[src/rtl/uart_count_reporter_pkg.sv]
// Shared constants and state encoding for the count reporter.
// ASCII bytes and FSM states used by the top and its tests.
package uart_count_reporter_pkg;

  localparam logic [7:0] ASCII_ZERO  = 8'h30;
  localparam logic [7:0] ASCII_SPACE = 8'h20;
  localparam logic [7:0] ASCII_CR    = 8'h0D;
  localparam logic [7:0] ASCII_LF    = 8'h0A;

  typedef enum logic [1:0] {
    IDLE,
    CONVERT,
    LOAD,
    WAIT
  } state_t;

  function automatic int unsigned pow10(input int unsigned n);
    int unsigned r;
    r = 1;
    for (int unsigned i = 0; i < n; i++) begin
      r = r * 10;
    end
    return r;
  endfunction

endpackage

[src/rtl/uart_count_reporter_if.sv]
// Byte handshake between the count reporter and uart_tx.
// master = reporter side, slave = transmitter side.
interface uart_count_reporter_if;

  logic       start_trigger;
  logic [7:0] tx_data;
  logic       tx_busy;
  logic       tx_done;

  modport master (
    output start_trigger,
    output tx_data,
    input  tx_busy,
    input  tx_done
  );

  modport slave (
    input  start_trigger,
    input  tx_data,
    output tx_busy,
    output tx_done
  );

endinterface

[src/rtl/uart_count_reporter_bin2bcd_seq.sv]
// Sequential double-dabble: one shift per cycle, DATA_W cycles.
// valid pulses for one cycle once bcd holds the final result.
module bin2bcd_seq #(
  parameter int DATA_W     = 14,
  parameter int NUM_DIGITS = 4
) (
  input  logic                    clk,
  input  logic                    rst,
  input  logic                    start,
  input  logic [DATA_W-1:0]       bin,
  output logic [4*NUM_DIGITS-1:0] bcd,
  output logic                    valid
);

  localparam int BW = 4 * NUM_DIGITS;
  localparam int CW = $clog2(DATA_W + 1);

  logic [BW-1:0]     bcd_q;
  logic [BW-1:0]     adj;
  logic [DATA_W-1:0] bin_q;
  logic [CW-1:0]     cnt_q;
  logic              valid_q;

  // add-3 correction on every digit that would overflow on shift
  always_comb begin
    adj = bcd_q;
    for (int i = 0; i < NUM_DIGITS; i++) begin
      if (bcd_q[4*i +: 4] >= 4'd5) begin
        adj[4*i +: 4] = bcd_q[4*i +: 4] + 4'd3;
      end
    end
  end

  always_ff @(posedge clk or negedge rst) begin
    if (!rst) begin
      bcd_q   <= '0;
      bin_q   <= '0;
      cnt_q   <= '0;
      valid_q <= 1'b0;
    end else begin
      valid_q <= 1'b0;
      if (start) begin
        bcd_q <= '0;
        bin_q <= bin;
        cnt_q <= CW'(DATA_W);
      end else if (cnt_q != '0) begin
        bcd_q   <= {adj[BW-2:0], bin_q[DATA_W-1]};
        bin_q   <= {bin_q[DATA_W-2:0], 1'b0};
        cnt_q   <= cnt_q - 1'b1;
        valid_q <= (cnt_q == CW'(1));
      end
    end
  end

  assign bcd   = bcd_q;
  assign valid = valid_q;

endmodule

[src/rtl/uart_count_reporter.sv]
// Latches a count, converts it to decimal and streams it as
// ASCII (optionally CR LF) into uart_tx one byte at a time.
module uart_count_reporter
  import uart_count_reporter_pkg::*;
#(
  parameter int DATA_W       = 14,
  parameter int NUM_DIGITS   = 4,
  parameter int SEND_CRLF    = 1,
  parameter int LEADING_ZERO = 1
) (
  input  logic                  clk,
  input  logic                  rst,
  input  logic                  req,
  input  logic [DATA_W-1:0]     value,
  uart_count_reporter_if.master tx,
  output logic                  busy,
  output logic                  done
);

  localparam int NB = NUM_DIGITS + 2 * SEND_CRLF;
  localparam int IW = (NB > 1) ? $clog2(NB) : 1;
  localparam logic [31:0] MAXV = 32'(pow10(NUM_DIGITS) - 1);

  state_t state_q, state_d;
  logic [IW-1:0] idx_q, idx_d;
  logic [4*NUM_DIGITS-1:0] digits_q;
  logic [4*NUM_DIGITS-1:0] bcd;
  logic bcd_valid;
  logic done_q, done_d;
  logic accept;
  logic last;
  logic [DATA_W-1:0] value_c;
  logic [NUM_DIGITS-1:0][7:0] chars;
  logic [7:0] cur_byte;
  logic [3:0] dig;
  logic seen;

  // a req landing on the done cycle belongs to the finished frame
  assign accept  = (state_q == IDLE) && req && !done_q;
  assign value_c = (32'(value) > MAXV) ? DATA_W'(MAXV) : value;
  assign last    = (idx_q == IW'(NB - 1));

  bin2bcd_seq #(
    .DATA_W     (DATA_W),
    .NUM_DIGITS (NUM_DIGITS)
  ) u_bcd (
    .clk   (clk),
    .rst   (rst),
    .start (accept),
    .bin   (value_c),
    .bcd   (bcd),
    .valid (bcd_valid)
  );

  always_comb begin
    chars = '0;
    dig   = '0;
    seen  = 1'b0;
    for (int k = NUM_DIGITS - 1; k >= 0; k--) begin
      dig = digits_q[4*k +: 4];
      if (LEADING_ZERO == 0 && !seen && dig == 4'd0 && k != 0) begin
        chars[k] = ASCII_SPACE;
      end else begin
        chars[k] = ASCII_ZERO + {4'h0, dig};
      end
      seen = seen | (dig != 4'd0);
    end
  end

  always_comb begin
    cur_byte = 8'h00;
    for (int k = 0; k < NUM_DIGITS; k++) begin
      if (int'(idx_q) == NUM_DIGITS - 1 - k) begin
        cur_byte = chars[k];
      end
    end
    if (SEND_CRLF != 0) begin
      if (int'(idx_q) == NUM_DIGITS) cur_byte = ASCII_CR;
      if (int'(idx_q) == NUM_DIGITS + 1) cur_byte = ASCII_LF;
    end
  end

  always_comb begin
    state_d          = state_q;
    idx_d            = idx_q;
    done_d           = 1'b0;
    tx.start_trigger = 1'b0;
    unique case (state_q)
      IDLE: begin
        if (accept) state_d = CONVERT;
      end
      CONVERT: begin
        if (bcd_valid) begin
          state_d = LOAD;
          idx_d   = '0;
        end
      end
      LOAD: begin
        if (!tx.tx_busy) begin
          tx.start_trigger = 1'b1;
          state_d          = WAIT;
        end
      end
      WAIT: begin
        if (tx.tx_done) begin
          if (last) begin
            done_d  = 1'b1;
            state_d = IDLE;
          end else begin
            idx_d   = idx_q + 1'b1;
            state_d = LOAD;
          end
        end
      end
      default: state_d = IDLE;
    endcase
  end

  always_ff @(posedge clk or negedge rst) begin
    if (!rst) begin
      state_q  <= IDLE;
      idx_q    <= '0;
      digits_q <= '0;
      done_q   <= 1'b0;
    end else begin
      state_q <= state_d;
      idx_q   <= idx_d;
      done_q  <= done_d;
      if (state_q == CONVERT && bcd_valid) begin
        digits_q <= bcd;
      end
    end
  end

  assign tx.tx_data = (state_q == LOAD || state_q == WAIT) ? cur_byte : 8'h00;
  assign busy       = (state_q != IDLE);
  assign done       = done_q;

endmodule

[src/flat_wrapper.sv]
// flat-port wrapper written by rule: the top's interface ports become plain ports
module uart_count_reporter_flat import uart_count_reporter_pkg::*;
#(
  parameter int DATA_W       = 14,
  parameter int NUM_DIGITS   = 4,
  parameter int SEND_CRLF    = 1,
  parameter int LEADING_ZERO = 1
)
  (clk, rst, req, value, busy, done, tx_start_trigger, tx_tx_data, tx_tx_busy, tx_tx_done);
  uart_count_reporter_if tx_i ();
  input  logic clk;
  input  logic rst;
  input  logic req;
  input  logic [DATA_W-1:0] value;
  output logic busy;
  output logic done;
  output wire logic [$bits(tx_i.start_trigger)-1:0] tx_start_trigger;
  output wire logic [$bits(tx_i.tx_data)-1:0] tx_tx_data;
  input wire logic [$bits(tx_i.tx_busy)-1:0] tx_tx_busy;
  input wire logic [$bits(tx_i.tx_done)-1:0] tx_tx_done;
  assign tx_start_trigger = tx_i.start_trigger;
  assign tx_tx_data = tx_i.tx_data;
  assign tx_i.tx_busy = tx_tx_busy;
  assign tx_i.tx_done = tx_tx_done;
  uart_count_reporter #(.DATA_W(DATA_W), .NUM_DIGITS(NUM_DIGITS), .SEND_CRLF(SEND_CRLF), .LEADING_ZERO(LEADING_ZERO)) u_core (.clk(clk), .rst(rst), .req(req), .value(value), .tx(tx_i), .busy(busy), .done(done));
endmodule
[config.mk]
export PLATFORM = sky130hd
export DESIGN_NAME = uart_count_reporter_flat
export DESIGN_NICKNAME = d
export VERILOG_FILES = /design/src/rtl/uart_count_reporter_pkg.sv /design/src/rtl/uart_count_reporter_if.sv /design/src/rtl/uart_count_reporter_bin2bcd_seq.sv /design/src/rtl/uart_count_reporter.sv /design/src/flat_wrapper.sv
export SDC_FILE = /design/constraint.sdc
export NUM_CORES = 1
export LEC_CHECK = 0
export ABC_CLOCK_PERIOD_IN_PS = 2600
export CAP_MARGIN = 20
export CORE_ASPECT_RATIO = 1.25
export CORE_MARGIN = 2
export CORE_UTILIZATION = 30
export DETAILED_ROUTE_END_ITERATION = 12
export PLACE_DENSITY = 0.45
export SYNTH_ARGS = -nofsm -noshare
export SYNTH_HDL_FRONTEND = slang
export SYNTH_HIERARCHICAL = 1
export SYNTH_SLANG_ARGS = --single-unit
[constraint.sdc]
create_clock -name clk -period 2.6 [get_ports clk]
set_input_delay 0.65 -clock clk [delete_from_list [all_inputs] [get_ports clk]]
set_output_delay 0.65 -clock clk [all_outputs]
set_load 0.02 [all_outputs]
==> metrics.txt, run 1 <==
Rel. slew slack=~67%; Area Growth Syn to Fin=20.23%; sequential area share after synthesis=between 40% and 50%; async set or reset register ratio after synthesis=between 90% and 100%; CTS Buffer Depth=2; critical path depth=7; # port buffers=27; multi-input logic area=between 1500 and 2000 um2; Seq cells post-synth=57; fillcell total=between 1000 and 1500; DRC Markers=0; crit path max fanout=9; vias=2530; RSZ-0062 raised after global routing=yes; htree depth=3; row cnt=43; Setup Skew=about 4.2 ps; Total Wirelength=just under 7000 um; num ports=30; average wire per standard cell=13.57 um; cell area after layout=between 4000 and 5000 um2; Critical Path End Type=output port; Area after DPL=3807 um2; Die X=approximately 100 um; most common cell in the netlist=dfrtp_1; Synth top area share=between 40% and 50%; leading area contributor after synthesis=dfrtp_1; remaining global-route overflow=0; setup TNS=0 ps; Synth warnings=6; pre-CTS WS=-36.58 ps; DP HPWL=a little under 5000 um; CTS Hold Bufs=0; synth unique cells=53; Nets=between 400 and 500; TritonCTS Buffers=9; post-CTS setup buffer count=0; WS Path Type=register to output port; CORE AREA=about 11000 um2; total power=4.791 mW; Final setup viols=0; die height=123.0 um; Setup crit start=u_core/idx_q[1]; most common library cells after synthesis=dfrtp_1 (57), nand2_1 (34), inv_1 (23); final worst slack=about 2.3 ps; number of flops mapped to enable cells by yosys=0; status=complete, no violations; Crit path largest cell delay=roughly 370 ps; CP max stage cell=dfrtp_1; storage element area=~1400 um2; Max Slew Vio Count=0; Post-Synthesis Cells=339; Worst Path Required=between 1500 and 2000 ps; final period utilization=99.91%; fin crit period=between 2000 and 3000 ps; Die ar.=12190 um2; Hold Path Class=primary input to async pin; Syn Area/Cell=~10 um2; vias in the first global route=2449; CTS tree=built; crit path capture=tx_tx_data[2]; fmax=slightly below 400 MHz; Worst Path Buf+Inv=2; R2R depth=6; Initial Util=a little under a third; largest cells by area after synthesis=dfrtp_1 (42%), ha_1 (5.5%), mux2_4 (4.0%), mux2i_1 (3.8%), nand2_1 (3.8%); # diodes=0; Worst EP arrival=approximately 2000 ps; post-route insts no fill=~510; first-pass GRT wire length=around 12000 um; leakage power=between 1.5 and 2 nW; critical-path cell list=inv_1, ha_2, nand3b_1, a21oi_1, a311oi_1, nor3_1, dlygate4sd2_1; reg-to-reg slack, setup=about 700 ps; Routed Antenna Nets=0; # clock sinks=57; largest net degree at the start of global routing=a little under 60; aggregate global-route resource usage=about 12%; Power Density=approximately 1200 nW/um2; Peak VDD IR=0.3423 mV; share of cells above drive strength 1=between 10% and 20%; routability cong.=0.7715; Clock Latency Late Sink=~320 ps; CP Launch Type=register; vias per cell=roughly 5; R2R Path End=u_core/u_bcd/bcd[2]; Primary FF master, synth=dfrtp_1; Initial DRT Pass Iterations=4; reg2reg start=u_core/u_bcd/cnt_q[0]; Crit path max-delay family=buffers and inverters; Final Hold Violating Endpoints=0; clock root cell=clkbuf_16; max-cap violations=0; Cells after DPL=492; Worst Max-Slew Pin Slew=486.4 ps; initial antenna violation count=0; Cell Area, Synth=about 3400 um2; clk slew on worst S/H paths=roughly 50 ps; Iter 0 DRT Violations=86
## worst register-to-register path, cell delays in order (launching register included)
cell and delay (ps):
dfrtp_1 390, inv_1 100, ha_1 240, or3b_1 360, buf_4 270, or3_1 370
o211ai_1 80
## where the power goes
group / internal [mW] / switching (mW) / leakage [nW]
clock network: 0.665 / 0.358 / 0.124
registers: 1.27 / 0.362 / 0.726
logic: 1.05 / 1.09 / 0.999
total: 2.98 / 1.81 / 1.85
## cells in the final DEF, fill, tap and decap left out, types with 3 or more instances in the layout
cell type,count
dfrtp_1,56
nand2_1,34
inv_1,23
clkdlybuf4s50_1,20
nor2_1,14
mux2i_1,13
o21ai_0,12
or3_1,12
a21oi_1,11
nor2b_1,11
nand2b_1,11
ha_1,11
o21ai_1,11
buf_4,10
clkbuf_16,9
o211ai_1,9
mux2_4,9
mux2_2,7
nand3_1,6
o2111ai_1,6
clkbuf_1,5
nor3_1,5
and2_1,5
a311oi_2,5
clkbuf_2,3
nand3b_1,3
o21a_1,3
## worst min path at each step
stage / from / endpoint / slack, ps / cells after the start
detailed placement: u_core/digits_q[8] / u_core/digits_q[8] / 500 / 1
finish: rst / u_core/done / 330 / 2
global placement: u_core/u_bcd/cnt_q[1] / u_core/u_bcd/cnt_q[1] / 500 / 1
global route: rst / u_core/done / 360 / 2
CTS: rst / u_core/done / 340 / 2
floorplan: rst / u_core/digits_q[0] / 350 / 0
## stage by stage
step	utilization, %	hold slack [ps]
floorplan	-	354.4
global placement	34.35	495.9
detailed placement	34.35	501.7
CTS	36.77	340.7
global route	36.84	357.2
finish	36.84	330.5
## logic make-up after synthesis
group | share of synthesized area, %
AO/OA/AOI/OAI | 16.80
flip-flops | 42.00
AND/OR/NAND/NOR | 17.69
multiplexers | 10.80
buffers and inverters | 6.816
other | 0.1104
adder cells (fa/ha/maj) | 5.527
XOR/XNOR | 0.2580
## layout make-up
| class | count | share of cell area (%) |
|---|---|---|
| timing repair buffer | 38 | 8.642 |
| multi-input combinational | 238 | 43.73 |
| clock buffer | 15 | 6.313 |
| sequential | 57 | 34.97 |
| inverter | 24 | 2.207 |
| tap | 135 | 4.137 |
## state kept, by name, indices dropped and copies added, names as in the netlist
register,flops
u_core/done,1
u_core/u_bcd/bcd,16
u_core/u_bcd/bin_q,14
u_core/idx_q,3
u_core/digits_q,16
u_core/state_q,2
u_core/u_bcd/cnt_q,4
u_core/u_bcd/valid,1
## layer usage
metal / up-vias / wire length (um) / GRT usage, %
met1: 1213 / 3160 / 15.52
li1: 1259 / - / -
met2: 50 / 3340 / 20.10
met3: 8 / 269 / 2.487
met4: 0 / 109 / 5.651
met5: - / 0 / 0
## repair_timing
action | CTS | global route
pin swaps | 1 | 1
gates resized for setup | 10 | 16
endpoints found under the setup margin | 6 | 7
gates cloned | 0 | 0
(Power assumes the default switching activity.)
==> run 2, diff against run 1 <==
- SKIP_CTS_REPAIR_TIMING: not set -> 1
==> run 2 against run 1 <==
- final area down 0.34%
- largest power group unchanged
- hold slack worse by 2.5 ps
- via count down 0.16%
- first-iteration DRC count up 12%
- final cell count up 0.20%
- die area unchanged
- total power down 0.50%
- clock-buffer cell count unchanged
- sequential power about the same
- critical endpoint is now tx_tx_data[1]
- utilization down 0.12 points
- clock power about the same
==> metrics.txt, run 2 (synthesis results as in run 1) <==
RSZ-0062 raised after global routing=yes; Peak VDD IR=roughly 0.34 mV; Final Hold Violating Endpoints=0; fin crit period=2548 ps; Final setup viols=0; Cells after DPL=492; reg-to-reg slack, setup=710 ps; Nets=about 400; # port buffers=27; post-layout util=a little under two fifths; Die X=99.16 um; Clock Latency Late Sink=about 320 ps; initial antenna violation count=0; Clk network pwr share=a little over a fifth; storage element area=roughly 1400 um2; Routed Antenna Nets=0; Worst Max-Slew Pin Slew=486.4 ps; reg2reg start=u_core/u_bcd/cnt_q[0]; CTS Buffer Depth=2; DP HPWL=approximately 4800 um; # diodes=0; Rel. slew slack=between 60% and 70%; max-cap violations=0; vias in the first global route=around 2400; Initial DRT Pass Iterations=4; cell area after layout=around 4100 um2; routability cong.=approximately 0.77; Setup Skew=a little under 6 ps; Critical Path End Type=output port; Worst Path Buf+Inv=2; most common cell after layout, fill and taps aside=dfrtp_1; R2R depth=6; CP max stage cell=or4b_1; leakage power=1.875 nW; Max Slew Vio Count=0; row cnt=43; TritonCTS Buffers=9; Hold Path Class=primary input to async pin; clk slew on worst S/H paths=around 50 ps; num ports=30; DRC Markers=0; Crit path largest cell delay=roughly 450 ps; net switching power=1.796 mW; Initial Util=between 30% and 40%; CORE AREA=11080 um2; vias per cell=about 5.0; Power Density=approximately 1200 nW/um2; Area after DPL=between 3000 and 4000 um2; R2R Path End=u_core/u_bcd/bcd[2]; Flop pwr share=34.1%; die height=between 100 and 150 um; Crit path max-delay family=simple AND/OR/NAND/NOR gates; Die ar.=between 10000 and 15000 um2; fmax=392.5 MHz; Area Growth Syn to Fin=19.82%; WS Path Type=register to output port; # clock sinks=57; largest net degree at the start of global routing=58; post-route insts no fill=508; fillcell total=roughly 1100; final period utilization=97.99%; vias=2526; Worst EP arrival=about 1900 ps; aggregate global-route resource usage=between 10% and 20%; CTS tree=built; Iter 0 DRT Violations=96; most frequent cells in the layout=dfrtp_1 (56), nand2_1 (34), inv_1 (23); CP Launch Type=register; multi-input logic area=approximately 1800 um2; crit path max fanout=6; critical-path cell list=inv_1, ha_2, or4b_1, o211ai_1, a31oi_1, clkbuf_2; status=complete, no violations; Comb pwr share=44.4%; average wire per standard cell=between 10 and 15 um; share of cells above drive strength 1=around 17%; remaining global-route overflow=0; Total Wirelength=6908 um; Internal=just under 3 mW; htree depth=3; first-pass GRT wire length=between 10000 and 15000 um; Worst Path Required=roughly 2000 ps; Sw Share=37.67%; clock root cell=clkbuf_16
[run 2: cell types whose count changed in the layout (fill, tap and decap cells not counted), sizes merged]
| cell | before | now |
|---|---|---|
| dlygate4sd2 | 2 | 0 |
| buf | 13 | 14 |
| dlymetal6s2s | 0 | 2 |
[run 2: per-stage QoR]
| step | hold WS (ps) | setup TNS, ps | power (mW) | worst slack, ps |
|---|---|---|---|---|
| 3_3_place_gp | 495.9 | 0 | 3.764 | 4.643 |
| 3_5_place_dp | 501.7 | -41.36 | 3.789 | -36.58 |
| 5_1_grt | 357.2 | -46.67 | 5.198 | -46.67 |
| 2_1_floorplan | 354.4 | 0 | 3.211 | 328.1 |
| 4_1_cts | 340.7 | -1873 | 4.843 | -382.2 |
| 6_report | 328.1 | 0 | 4.767 | 52.30 |
[run 2: power by group through the flow]
stage / logic (mW) / registers (mW) / clock network, mW
2_1_floorplan: 1.71 / 1.50 / 0
3_3_place_gp: 2.12 / 1.64 / 0
3_5_place_dp: 2.14 / 1.65 / 0
4_1_cts: 2.15 / 1.63 / 1.06
5_1_grt: 2.40 / 1.70 / 1.10
6_report: 2.12 / 1.63 / 1.02
[run 2: cell type report]
class,instances,share of cell area [%]
Clock buffer,15,6.335
Inverter,24,2.214
Multi-Input combinational cell,238,43.24
Sequential cell,57,35.09
Tap cell,135,4.151
Timing Repair Buffer,39,8.979
[run 2: worst max path at each step]
stage                     from       endpoint  depth (start not counted)  slack, ps
2_1_floorplan  u_core/idx_q[0]  tx_tx_data[0]                          6        330
3_3_place_gp   u_core/idx_q[0]  tx_tx_data[1]                          5          5
3_5_place_dp   u_core/idx_q[0]  tx_tx_data[1]                          5        -40
4_1_cts        u_core/idx_q[0]  tx_tx_data[1]                          5       -380
5_1_grt        u_core/idx_q[0]  tx_tx_data[1]                          6        -50
6_report       u_core/idx_q[0]  tx_tx_data[1]                          6         50
[run 2: layer usage]
layer  part of all wire (%)  GRT usage [%]  routed length, um
met3                    3.9          2.487                270
met1                     46          15.45               3160
met5                      0              0                  0
met4                    1.6          5.651                109
met2                     49          20.10               3367
[run 2: worst reg2reg max path, cell delays in order (launching register included)]
cell,delay [ps]
dfrtp_1,390
inv_1,100
ha_1,240
or3b_1,360
buf_4,270
or3_1,370
o211ai_1,90
